<file path="src/rtl/cpu_types_pkg.sv">
// Shared types for the instruction cache: word type, packed address view
// for the default 16-frame geometry, and the frame record returned by the array.
package cpu_types_pkg;

  typedef logic [31:0] word_t;

  localparam int IIDX_W = 4;
  localparam int ITAG_W = 26;
  // Frame tag field is wide enough for the smallest legal geometry (2 frames);
  // narrower tags are zero-extended into it.
  localparam int FTAG_W = 30;

  typedef struct packed {
    logic [ITAG_W-1:0] tag;
    logic [IIDX_W-1:0] idx;
    logic [1:0]        bytoff;
  } icachef_t;

  typedef struct packed {
    logic              valid;
    logic [FTAG_W-1:0] tag;
    word_t             data;
  } icache_frame_t;

endpackage

</file>
<file path="src/rtl/icache_array.sv">
// Direct-mapped frame storage: combinational read port, one write port.
// Only the valid bits are reset; tag and data come up undefined.
module icache_array
  import cpu_types_pkg::*;
#(
  parameter int NSETS = 16,
  localparam int IDX_W = $clog2(NSETS),
  localparam int TAG_W = 30 - IDX_W
) (
  input  logic             CLK,
  input  logic             nRST,
  input  logic [IDX_W-1:0] rd_idx,
  output icache_frame_t    rd_frame,
  input  logic [IDX_W-1:0] wr_idx,
  input  logic             wr_en,
  input  logic [TAG_W-1:0] wr_tag,
  input  word_t            wr_data
);

  logic [NSETS-1:0] valid_q;
  logic [TAG_W-1:0] tag_q  [NSETS];
  word_t            data_q [NSETS];

  // Valid bits: cleared asynchronously, set on refill.
  always_ff @(posedge CLK or negedge nRST) begin
    if (!nRST) valid_q <= '0;
    else if (wr_en) valid_q[wr_idx] <= 1'b1;
  end

  // Tag and data storage, written only on refill.
  always_ff @(posedge CLK) begin
    if (wr_en) begin
      tag_q[wr_idx]  <= wr_tag;
      data_q[wr_idx] <= wr_data;
    end
  end

  // Read port: frame selected by the current fetch index.
  always_comb begin
    rd_frame.valid = valid_q[rd_idx];
    rd_frame.tag   = FTAG_W'(tag_q[rd_idx]);
    rd_frame.data  = data_q[rd_idx];
  end

endmodule

</file>
<file path="src/rtl/icache.sv">
// Direct-mapped, read-only instruction cache with a blocking single-word refill.
//   state | meaning
//   IDLE  | look up fetch address; hit returns data, miss latches fill address
//   FILL  | read request to memory held until iwait drops, then frame written
module icache
  import cpu_types_pkg::*;
#(
  parameter int NSETS = 16
) (
  input  logic  CLK,
  input  logic  nRST,
  input  logic  imemREN,
  input  word_t imemaddr,
  output logic  ihit,
  output word_t imemload,
  output logic  iREN,
  output word_t iaddr,
  input  logic  iwait,
  input  word_t iload,
  output word_t hit_count,
  output word_t miss_count
);

  localparam int IDX_W = $clog2(NSETS);
  localparam int TAG_W = 30 - IDX_W;

  typedef enum logic {IDLE, FILL} state_e;

  state_e        state_q, state_d;
  word_t         fill_addr_q, fill_addr_d;
  word_t         hit_cnt_q, miss_cnt_q;
  logic          wr_en;
  logic          tag_match;
  icache_frame_t rd_frame;

  icache_array #(.NSETS(NSETS)) u_array (
    .CLK      (CLK),
    .nRST     (nRST),
    .rd_idx   (imemaddr[IDX_W+1:2]),
    .rd_frame (rd_frame),
    .wr_idx   (fill_addr_q[IDX_W+1:2]),
    .wr_en    (wr_en),
    .wr_tag   (fill_addr_q[31:IDX_W+2]),
    .wr_data  (iload)
  );

  assign tag_match = rd_frame.valid && (rd_frame.tag == FTAG_W'(imemaddr[31:IDX_W+2]));

  // State, fill address and event counters.
  always_ff @(posedge CLK or negedge nRST) begin
    if (!nRST) begin
      state_q     <= IDLE;
      fill_addr_q <= '0;
      hit_cnt_q   <= '0;
      miss_cnt_q  <= '0;
    end else begin
      state_q     <= state_d;
      fill_addr_q <= fill_addr_d;
      if (ihit && (hit_cnt_q != '1)) hit_cnt_q <= hit_cnt_q + 32'd1;
      if ((state_q == IDLE) && (state_d == FILL) && (miss_cnt_q != '1))
        miss_cnt_q <= miss_cnt_q + 32'd1;
    end
  end

  // Next state, lookup response and memory request.
  always_comb begin
    state_d     = state_q;
    fill_addr_d = fill_addr_q;
    ihit        = 1'b0;
    imemload    = '0;
    iREN        = 1'b0;
    iaddr       = '0;
    wr_en       = 1'b0;
    unique case (state_q)
      IDLE: begin
        if (imemREN) begin
          if (tag_match) begin
            ihit     = 1'b1;
            imemload = rd_frame.data;
          end else begin
            fill_addr_d = imemaddr & ~32'h3;
            state_d     = FILL;
          end
        end
      end
      FILL: begin
        iREN  = 1'b1;
        iaddr = fill_addr_q;
        if (!iwait) begin
          wr_en   = 1'b1;
          state_d = IDLE;
        end
      end
      default: state_d = IDLE;
    endcase
  end

  assign hit_count  = hit_cnt_q;
  assign miss_count = miss_cnt_q;

endmodule

</file>
<file path="config.mk">
export PLATFORM = sky130hd
export DESIGN_NAME = icache
export DESIGN_NICKNAME = d
export VERILOG_FILES = /design/src/rtl/cpu_types_pkg.sv /design/src/rtl/icache_array.sv /design/src/rtl/icache.sv
export SDC_FILE = /design/constraint.sdc
export NUM_CORES = 1
export LEC_CHECK = 0
export BUFFER_PORTS_ARGS = -buffer_cell sky130_fd_sc_hd__buf_4
export CORE_MARGIN = 4
export CORE_UTILIZATION = 35
export CTS_CLUSTER_SIZE = 28
export DETAILED_ROUTE_END_ITERATION = 6
export PLACE_DENSITY_LB_ADDON = 0.05
export SLEW_MARGIN = 30
export SYNTH_ARGS = -nofsm -noshare
export SYNTH_HDL_FRONTEND = slang
export SYNTH_HIERARCHICAL = 1
export SYNTH_SLANG_ARGS = --single-unit
</file>
<file path="constraint.sdc">
create_clock -name CLK -period 5.1 [get_ports CLK]
set_input_delay 0.765 -clock CLK [delete_from_list [all_inputs] [get_ports CLK]]
set_output_delay 0.765 -clock CLK [all_outputs]
set_load 0.05 [all_outputs]
</file>
==> reports/qor.txt <==
Status: completed
Primary FF master, synth: edfxtp_1
Required time worst endpoint: 4.34 ns
Number of instances in the synthesized netlist: 1991
Instance count after placement with tap cells included: 3681
Antenna violations before repair: 7
Floorplan die area: 122000 µm²
Initial DRC count: 1551
Sinks on Clock Net: 1039
Count of synthesis-stage warnings from yosys: 6
Maximum net fanout on the critical path: 16
Routed via count divided by cell count: 5.31
Via count of the first global-routing pass: 22080
1st-pass router iterations: 7
Detailed-placement wirelength estimate: 60100 µm
Compound-gate portion of the synthesized area: 2.18%
Kind of cell with the highest combined delay on the critical path: simple AND/OR/NAND/NOR gates
Layout-stage area growth over the synthesis result: 19.3%
Clock tree from TritonCTS: yes
Count of distinct cell types in the synthesized netlist: 46
Category of the most critical setup path: in2out
Total detailed-routing wirelength: 111000 µm
Pin slew with the least headroom to its limit: 0.960 ns
Static leakage power: 16.5 nW
Highest ir drop seen on vdd: 0.252 mV
Pin count of the biggest net entering global routing: 84
Setup repair after global routing missed its margin: false
Post-detailed-route DRC marker count: 0
Flip-flop and latch count after synthesis: 1039
Filler-free cell count of the finished design: 3916
Main combinational cell family by area after synthesis: multiplexers
Synth Area in Adders: 0.0615%
Final weighted congestion in routability-driven placement: 0.774
Clock transition at the register clock pins on the worst setup and hold paths after CTS: 0.06 ns
Post-synthesis instance area: 40700 µm²
Simple-gate share of the synthesized area: 5.52%
PD cells: 407 nW/µm²
Critical path capture point type: output port
NumNets Final: 2376
Clock Skews: 0.0236 ns
Clk_lat worst skew: 0.69 ns
Post-synth ARST share: 10.7%
Mean area per synthesized cell: 20.4 µm²
Parity-gate share of the synthesized area counting xor and xnor cells: 1.64%
Maximum Capacitance Violations: 0
Remaining max-slew budget at the tightest pin: 35.9%
Clock Tree Buf Depth: 3
Multiplexer share of the synthesized area: 14.0%
Number of max-slew violations in the final report: 0
Final Setup Violations: 0
Layout cell share with drive strength beyond 1: 32.9%
Buffers & Inverters on Critical Path: 6
Slowest cell on crit path: nor2b_4
H-tree lvl count: 3
Starting density of the core: 35.4%
Delay of the slowest cell on the worst path: 0.55 ns
Leading cell type in the layout, fill and taps excluded: edfxtp_1
Number of nets with antenna violations after detailed routing: 0
Most used cell, CP: buf_4
Wire length of the first global-routing pass: 159000 µm
Library cell used as clock root buffer: clkbuf_16
Wire length per cell: 28.4 µm
Ports: 198
Fmax: 0.201 GHz
Type of element launching the critical path: input pin
Most used cells in the layout excluding fill and tap cells: edfxtp_1 (928), buf_4 (267), mux4_2 (236)
Die height: 349 µm
Number of flops mapped to enable cells by yosys: 928
Total vias in the final route: 20807
Global router's overall resource usage: 18.0%
Critical path arrival: 4.22 ns
Overall die width: 349 µm
Worst hold path type: in2async
Critical path, cell by cell: buf_4, nor2b_4, buf_4, a22oi_1, nand2_1, xor2_1, nor4_2, buf_4, nand3_2, nor4_4, buf_6, buf_12, and2_1, buf_6
Rows: 124
Port Buffer Count: 193
Post-synthesis sequential area ratio: 75.3%
Final Hold Vio Count: 0
Total overflow reported by the global router: 0
Sum of negative setup slack: 0 ns
Minimum clock period after layout: 4.99 ns
Number of clock buffers inserted by TritonCTS: 115
Area inside the core boundary: 115000 µm²
Number of hold-repair buffers added at the cts stage: 0
Final Cycle Share: 97.8%
registers in the layout, indices dropped and copies added (netlist names):
signal,count
u_array/data_q,512
u_array/tag_q,416
fill_addr_q,30
u_array/valid_q,16
hit_count,32
miss_count,32
state_q,1
layout make-up:
type	instances	area, µm²
fill	10231	66300
sequential	1039	30600
multi-input combinational	851	9740
clock buffer	149	3100
timing repair buffer	297	2580
tap	1512	1890
clock inverter	65	567
inverter	2	7.51
antenna	1	2.50
through the flow:
step / hold WS, ns / cell area [µm²] / power (mW) / worst slack (ns) / util [%]
after floorplan: 0.434 / 40700 / 11.2 / 0.0832 / -
after global placement: 0.446 / 44600 / 11.9 / 0.0145 / 38.8
after detailed placement: 0.448 / 44600 / 12.0 / 0.0169 / 38.9
after CTS: 0.176 / 48300 / 20.1 / 0.0511 / 42.1
after global routing: 0.176 / 48500 / 20.6 / 0.00540 / 42.3
final: 0.145 / 48500 / 19.8 / 0.115 / 42.3
per-layer routing:
metal  share of wire [%]  global-route usage, %  vias to the layer above
met5              0.0081                      0                        -
met4                 1.8                   3.72                        2
met3                 5.0                   2.98                      132
met2                  49                   29.8                      557
met1                  44                   25.3                    11299
li1                    -                      -                     8817
report_power, final:
group | switching (mW) | internal [mW]
Combinational | 1.00 | 0.617
Clock | 3.30 | 4.71
Sequential | 0.348 | 9.80
Total | 4.65 | 15.1
cell usage after synthesis, drive strengths merged (18+ instances only):
cell type	count	area share (%)
nand2b	21	0.32
buf	50	0.76
clkbuf	54	0.50
nor4	23	0.57
nor3	31	0.42
edfxtp	928	69
and2	64	0.99
nand2	78	0.72
xor2	52	1.1
dfrtp	111	6.8
nor2	21	0.19
nand4	34	0.54
mux4	236	13
xnor2	24	0.52
a22oi	118	2.2
or2	18	0.28
nand3	31	0.38
mux2	32	0.90
repair_timing:
action | 4_1_cts | 5_1_grt
endpoints found under the setup margin | 9 | 33
setup buffers | 0 | 18
pin swaps | 0 | 4
gates cloned | 0 | 2
gates resized for setup | 1 | 15
cells by family after synthesis:
group	Yosys count
other	2
DFF	1039
and+or+nand+nor	380
muxes	268
xor gates and xnor gates	76
adders and majority gates	2
buffers and inverters	106
AOI/OAI and AO/OA	118
worst paths after layout:
kind / from / endpoint / slack, ns / depth (start not counted)
worst max-delay path: imemaddr[4] / imemload[15] / 0.11 / 14
worst min-delay path: nRST / hit_count[30]$_DFFE_PN0P_ / 0.15 / 1
worst max register to register: u_array/tag_q[3][22]$_DFFE_PP_ / fill_addr_q[30]$_DFFE_PN0P_ / 1.61 / 11
worst min register to register: u_array/valid_q[7]$_DFFE_PN0P_ / u_array/valid_q[7]$_DFFE_PN0P_ / 0.46 / 1
max in group asynchronous: nRST / hit_count[27]$_DFFE_PN0P_ / 3.94 / 2
min in group CLK: iwait / state_q$_DFF_PN0_ / 0.31 / 3
Note: power is estimated with default switching activity, not from simulation.
